$ cat config.mk
export PLATFORM = sky130hd
export DESIGN_NAME = mulq_iter_2777_flat
export DESIGN_NICKNAME = d
export VERILOG_FILES = /design/src/rtl/mod2777_pkg.sv /design/src/rtl/mulq_iter_2777_if.sv /design/src/rtl/mulq_iter_2777_fold_q.sv /design/src/rtl/mulq_iter_2777.sv /design/src/flat_wrapper.sv
export SDC_FILE = /design/constraint.sdc
export NUM_CORES = 1
export LEC_CHECK = 0
export ABC_AREA = 1
export BUFFER_PORTS_ARGS = -buffer_cell sky130_fd_sc_hd__buf_2
export CORE_MARGIN = 5
export CORE_UTILIZATION = 56
export CTS_CLUSTER_DIAMETER = 50
export CTS_CLUSTER_SIZE = 10
export DETAILED_ROUTE_END_ITERATION = 10
export PLACE_DENSITY = 0.76
export SYNTH_ARGS = -nofsm -noshare
export SYNTH_HDL_FRONTEND = slang
export SYNTH_SLANG_ARGS = --single-unit
$ cat constraint.sdc
create_clock -name clk -period 3.5 [get_ports clk]
set_input_delay 0.525 -clock clk [delete_from_list [all_inputs] [get_ports clk]]
set_output_delay 0.525 -clock clk [all_outputs]
set_load 0.01 [all_outputs]
$ cat src/rtl/mod2777_pkg.sv
// Shared definitions for the mod-2777 datapath: the operand multiplier
// (mulq_iter_2777) and the Barrett reduction stage it feeds. Both ends
// import this package so they agree on the modulus and the product width.
package mod2777_pkg;

  localparam int Q  = 2777;  // modulus; operands are folded below Q
  localparam int W  = 12;    // operand width
  localparam int PW = 23;    // product width, 2*W-1; (Q-1)^2 < 2^PW

  typedef logic [W-1:0]  res_t;   // operand / residue
  typedef logic [PW-1:0] prod_t;  // full product handed to the reducer

  typedef enum logic [1:0] {
    IDLE,
    BUSY,
    DONE
  } state_e;

endpackage

$ cat src/rtl/mulq_iter_2777_if.sv
// Handshake bundle for mulq_iter_2777.
//   in_valid/in_ready/in_a/in_b  : operand pair, upstream -> block
//   out_valid/out_ready/out_p    : product, block -> downstream
//   out_fix                      : at least one operand of this product was folded
//   busy                         : block is iterating on a product
// slave  : the multiplier block
// master : the upstream/downstream environment
interface mulq_iter_2777_if;
  import mod2777_pkg::*;

  logic  in_valid;
  logic  in_ready;
  res_t  in_a;
  res_t  in_b;
  logic  out_valid;
  logic  out_ready;
  prod_t out_p;
  logic  out_fix;
  logic  busy;

  modport slave (
    input  in_valid, in_a, in_b, out_ready,
    output in_ready, out_valid, out_p, out_fix, busy
  );

  modport master (
    output in_valid, in_a, in_b, out_ready,
    input  in_ready, out_valid, out_p, out_fix, busy
  );

endinterface

$ cat src/rtl/mulq_iter_2777_fold_q.sv
// fold_q: combinational conditional subtract that maps 0..4095 into 0..Q-1.
// A single subtract suffices because 2^W - 1 < 2*Q.
//   x  : raw operand
//   y  : folded operand
//   ge : x was >= Q (a fold happened)
module fold_q
  import mod2777_pkg::*;
(
  input  res_t x,
  output res_t y,
  output logic ge
);

  always_comb begin
    ge = (x >= res_t'(Q));
    y  = ge ? (x - res_t'(Q)) : x;
  end

endmodule

$ cat src/rtl/mulq_iter_2777.sv
// mulq_iter_2777: folds two 12-bit operands below Q = 2777 and multiplies
// them with an iterative shift-add datapath consuming RB multiplier bits per
// cycle. The 23-bit product is held on a valid/ready output for the
// downstream Barrett reducer.
//   clk   : rising-edge clock
//   rst_n : asynchronous active-low reset; aborts any product in flight
//   bus   : handshake bundle (slave side), see mulq_iter_2777_if
// Latency is W/RB cycles from accept to out_valid; a new pair can be
// accepted in the same cycle the previous product transfers.
module mulq_iter_2777
  import mod2777_pkg::*;
#(
  parameter int RB = 1  // multiplier bits per busy cycle: 1, 2, 3, 4 or 6
) (
  input  logic               clk,
  input  logic               rst_n,
  mulq_iter_2777_if.slave    bus
);

  localparam int             ND   = W / RB;   // digits per product
  localparam int             CW   = 4;        // holds ND-1 for every legal RB
  localparam logic [CW-1:0]  LAST = CW'(ND - 1);

  state_e          state, state_nxt;
  prod_t           mcand, acc, acc_nxt, pp, out_p_q;
  res_t            mplier;
  logic [CW-1:0]   cnt;
  logic            fix_q, out_fix_q;
  logic            rdy_en;     // low during reset, high from the first edge after it
  logic            accept;
  logic            last_digit;

  res_t            a_f, b_f;
  logic            a_ge, b_ge;

  fold_q u_fold_a (.x(bus.in_a), .y(a_f), .ge(a_ge));
  fold_q u_fold_b (.x(bus.in_b), .y(b_f), .ge(b_ge));

  assign accept     = bus.in_valid & bus.in_ready;
  assign last_digit = (cnt == LAST);

  // Partial product is truncated to PW; the final sum never exceeds (Q-1)^2.
  assign pp      = mcand * prod_t'(mplier[RB-1:0]);
  assign acc_nxt = acc + pp;

  // State register.
  // NOTE: sequential state uses non-blocking assignments so every flop samples
  // pre-edge values regardless of process ordering.
  always_ff @(posedge clk or negedge rst_n) begin
    if (!rst_n) state <= IDLE;
    else        state <= state_nxt;
  end

  // Next-state logic.
  // NOTE: every combinational output gets a default before the case so no
  // path can leave it unassigned and infer a latch.
  always_comb begin
    state_nxt = state;
    unique case (state)
      IDLE: if (accept) state_nxt = BUSY;
      BUSY: if (last_digit) state_nxt = DONE;
      DONE: begin
        if (accept)             state_nxt = BUSY;  // back-to-back pair
        else if (bus.out_ready) state_nxt = IDLE;
      end
      default: state_nxt = IDLE;
    endcase
  end

  // Output decode.
  always_comb begin
    bus.in_ready  = 1'b0;
    bus.out_valid = 1'b0;
    bus.busy      = 1'b0;
    unique case (state)
      IDLE: bus.in_ready = rdy_en;
      BUSY: bus.busy     = 1'b1;
      DONE: begin
        bus.out_valid = 1'b1;
        bus.in_ready  = bus.out_ready;  // accept only alongside the transfer
      end
      default: ;
    endcase
  end

  assign bus.out_p   = out_p_q;
  assign bus.out_fix = out_fix_q;

  // Shift-add datapath. The fold flag is captured at accept but only exposed
  // together with its product, so out_p/out_fix always describe the same pair.
  // NOTE: these are plain registers, not a memory array, so all of them take
  // the async reset and an aborted product can never leak out.
  always_ff @(posedge clk or negedge rst_n) begin
    if (!rst_n) begin
      rdy_en    <= 1'b0;
      mcand     <= '0;
      mplier    <= '0;
      acc       <= '0;
      cnt       <= '0;
      fix_q     <= 1'b0;
      out_p_q   <= '0;
      out_fix_q <= 1'b0;
    end else begin
      rdy_en <= 1'b1;
      if (accept) begin
        mcand  <= prod_t'(a_f);
        mplier <= b_f;
        acc    <= '0;
        cnt    <= '0;
        fix_q  <= a_ge | b_ge;
      end else if (state == BUSY) begin
        acc    <= acc_nxt;
        mcand  <= mcand << RB;
        mplier <= mplier >> RB;
        cnt    <= cnt + CW'(1);
        if (last_digit) begin
          out_p_q   <= acc_nxt;
          out_fix_q <= fix_q;
        end
      end
    end
  end

endmodule

$ cat src/flat_wrapper.sv
// flat-port wrapper written by rule: the top's interface ports become plain ports
module mulq_iter_2777_flat import mod2777_pkg::*;
#(
  parameter int RB = 1                                                    
)
  (clk, rst_n, bus_in_valid, bus_in_a, bus_in_b, bus_out_ready, bus_in_ready, bus_out_valid, bus_out_p, bus_out_fix, bus_busy);
  mulq_iter_2777_if bus_i ();
  input  logic clk;
  input  logic rst_n;
  input wire logic [$bits(bus_i.in_valid)-1:0] bus_in_valid;
  input wire logic [$bits(bus_i.in_a)-1:0] bus_in_a;
  input wire logic [$bits(bus_i.in_b)-1:0] bus_in_b;
  input wire logic [$bits(bus_i.out_ready)-1:0] bus_out_ready;
  output wire logic [$bits(bus_i.in_ready)-1:0] bus_in_ready;
  output wire logic [$bits(bus_i.out_valid)-1:0] bus_out_valid;
  output wire logic [$bits(bus_i.out_p)-1:0] bus_out_p;
  output wire logic [$bits(bus_i.out_fix)-1:0] bus_out_fix;
  output wire logic [$bits(bus_i.busy)-1:0] bus_busy;
  assign bus_i.in_valid = bus_in_valid;
  assign bus_i.in_a = bus_in_a;
  assign bus_i.in_b = bus_in_b;
  assign bus_i.out_ready = bus_out_ready;
  assign bus_in_ready = bus_i.in_ready;
  assign bus_out_valid = bus_i.out_valid;
  assign bus_out_p = bus_i.out_p;
  assign bus_out_fix = bus_i.out_fix;
  assign bus_busy = bus_i.busy;
  mulq_iter_2777 #(.RB(RB)) u_core (.clk(clk), .rst_n(rst_n), .bus(bus_i));
endmodule
==> key figures <==
Synthesis
  – Seq/Total Area, Yosys: between 30% and 40%
  – Leading area contributor after synthesis: dfrtp_1
  – Synth area leaders: dfrtp_1, nand2_1, inv_1, nand3_1, ha_1
  – Synthesized netlist cell count: approximately 900
  – Count of cell types in the netlist: 34
  – Yosys warns: 0
  – Post-synthesis sequential element count: 90
  – Syn Area/Cell: 6.626 um2
  – Area share of the largest cell type after synthesis: around 37%
  – Syn_nets: 977
  – Cell Area, Synth: between 6000 and 7000 um2

Clock network
  – CTS buffer count: 9
  – Worst skew pair latency: approximately 0.36 ns
  – Clk pin slew, worst setup/hold paths: 0.08 ns
  – Clock root buffer: clkbuf_8
  – TritonCTS clock tree: yes
  – Hold_buf cts: 0
  – Post-CTS setup buffers: 0
  – Cts repair resizes: 0
  – CTS H-tree lvls: 3
  – Deepest clock path buffer count: 2
  – CTS Sinks: 90

STA
  – Final setup fails: 0
  – Setup TNS: 0 ns
  – Final Cycle Share: between 70% and 80%
  – Max_slew headroom: approximately half
  – Worst-margin pin slew: around 0.73 ns
  – Max Freq: approximately 380 MHz
  – Unrepaired setup endpoints after global routing: false
  – Setup ws final: just under 0.9 ns
  – Clock skew: slightly below 0.009 ns
  – Final hold vios: 0
  – Tmin final: 2.610 ns
  – Fin. max-slew vios: 0

Cells and area
  – Diode count: 0
  – Commonest non-fill, non-tap cells in the layout: nand2_1, inv_1, nand3_1
  – Nets: 1022
  – Leading cell type in the layout, fill and taps excluded: nand2_1
  – Final Cell Area: 6631 um2
  – Layout cells sized above 1: about a tenth
  – FILL cells: 1052
  – Area grow syn2layout: 8.673%

Worst setup path
  – Crit-path cells: nand2_1 -> inv_1 -> ha_1 -> inv_1 -> fa_1 -> inv_1 -> nand3_1 -> nand3_1 -> nand2_1 -> nand2_1 -> nand2_1 -> nand2_1 -> nand2_1 -> nand3_1 -> nand2_1
  – CP startpoint kind: register
  – CP max stage cell: dfrtp_1
  – CP dominant cell by count: nand2_1
  – CP Class: register to register
  – CP top delay family: simple AND/OR/NAND/NOR gates
  – Worst Path Buf+Inv: 3
  – Critical Path Max Stage Delay: roughly 0.8 ns
  – Worst setup startpoint: u_core.mplier[0]
  – Worst EP required: 3.76 ns
  – Crit Path Max Fanout: 24
  – Worst endpoint data arrival time: roughly 2.9 ns
  – CP Capture Type: register
  – Reg-to-Reg Start: u_core.mplier[0]
  – Reg2Reg Setup Slack: between 0.8 and 0.9 ns

Power and ir drop
  – PD cells: about 770 nW/um2
  – Comb pwr share: between 50% and 60%
  – Clock share of power: a little over an eighth
  – P_int: between 2 and 3 mW
  – NetSw: between 2 and 2.5 mW
  – Sequential share of power: approximately a third
  – Worst vdd ir: roughly 0.00033 V
  – Pleak: 3.896 nW
  – Switching share of total power: approximately 45%

Detailed routing
  – Post-DR wirelength/cell: about 13 um
  – Via-to-Cell Ratio: 5.050
  – DRC: 0
  – Iter 0 DRT Violations: 343
  – DRT Wirelength: 14030 um
  – Vias: 5610
  – Antenna viol nets, final: 0
  – DRT Pass-1 Iters: 5

Worst hold path
  – Hold Crit Class: primary input to asynchronous set/reset pin

Global routing
  – Initial antenna violation count: 0
  – First-pass GRT wire length: 24500 um
  – Largest net degree at the start of global routing: 41
  – Global route overflow: 0
  – Number of global-route vias before repair: approximately 5300
  – Tot GR Track Use: between 20 and 25%

Floorplan
  – Die Footprint: between 10000 and 15000 um2
  – I/O pins: 55
  – Die width: between 100 and 150 um
  – Core box area: 10750 um2
  – Die height: 114.4 um
  – Core Rows: 38
  – Starting Density: a little under three fifths

Flow run
  – Max-cap violations: 0

Placed design
  – DP HPWL: around 11000 um
  – Setup WS pre-CTS: 0.9289 ns
  – PortBufs: 54
  – Gpl congestion: 0.9827
  – Placed Area: 6436 um2

Status
  – Outcome: finished clean
==> per-layer routing <==
layer / vias to the layer above / GRT usage (%) / wire length (um)
li1: 2940 / - / -
met1: 2538 / 31.69 / 6664
met2: 107 / 37.45 / 6453
met3: 25 / 3.488 / 569
met4: 0 / 7.838 / 345
met5: - / 0 / 0
==> registers in the layout, summed over array words and instances (netlist names) <==
name / flops
u_core.mplier: 12
u_core.state: 2
u_core.rdy_en: 1
u_core.fix_q: 1
u_core.bus.out_p: 23
u_core.mcand: 23
u_core.bus.out_fix: 1
u_core.acc: 23
u_core.cnt: 4
==> power groups by stage <==
| stage | Sequential (mW) | Combinational [mW] | Clock (mW) |
|---|---|---|---|
| finish | 1.78 | 2.64 | 0.702 |
| global route | 1.84 | 3.04 | 0.762 |
| CTS | 1.78 | 2.66 | 0.719 |
| detailed placement | 1.80 | 2.65 | 0 |
| global placement | 1.79 | 2.59 | 0 |
| floorplan | 1.77 | 2.00 | 0 |
==> cells in the mapped netlist <==
cell and count:
o21bai_1 2, buf_4 2, a21oi_1 25, o22ai_1 14
inv_2 5, nor3_1 4, o21ai_2 1, or2_2 2
buf_1 2, o21a_1 1, ha_1 27, fa_1 1
nand2_2 3, buf_2 7, nand3_1 100, o2bb2ai_4 1
inv_1 149, nand2_4 2, o21ai_1 6, nor2_1 48
nand3b_1 7, nand2_1 356, o21ai_0 31, dfrtp_1 90
nand4_1 5, buf_6 5, clkinv_2 2, a22o_1 1
or2_1 1, nor2_4 2, xor2_1 3, clkbuf_1 8
conb_1 1, xnor2_1 7
==> area by class of cell <==
type,instances,area [um2],share of cell area [%]
Multi-Input combinational cell,651,3118,47.02
Inverter,156,588.1,8.868
Sequential cell,90,2252,33.96
Clock inverter,5,53.80,0.8113
Clock buffer,11,141.4,2.132
Tap cell,140,175.2,2.642
Timing Repair Buffer,58,302.8,4.566
==> final timing paths <==
check | cells past startpoint | endpoint
setup / recovery | 15 | u_core.bus.out_p[12]
hold reg to reg | 2 | u_core.bus.out_p[16]
min in group clk | 2 | u_core.state[1]
setup reg to reg | 15 | u_core.bus.out_p[12]
hold / removal | 1 | u_core.fix_q
max in group asynchronous | 2 | u_core.bus.out_p[19]
==> cells by family after synthesis <==
family                   count (synthesis)  synth area share [%]
flip-flops                              90                 36.91
buffers and inverters                  180                 12.00
AND/OR/NAND/NOR                        530                 36.11
AO/OA/AOI/OAI                           82                 7.628
XOR/XNOR                                10                 1.435
other                                    1               0.06145
adder cells (fa/ha/maj)                 28                 5.864
==> through the flow <==
step,power (mW),util [%],std cells,hold slack (ns)
after floorplan,3.774,-,921,0.2294
after global routing,5.640,61.71,1111,0.06983
after CTS,5.158,61.71,1111,0.05787
final,5.121,61.71,1111,0.06278
after detailed placement,4.445,59.90,1095,0.4511
after global placement,4.384,59.90,1095,0.4492
No activity file was read; power rests on OpenSTA's default activity.
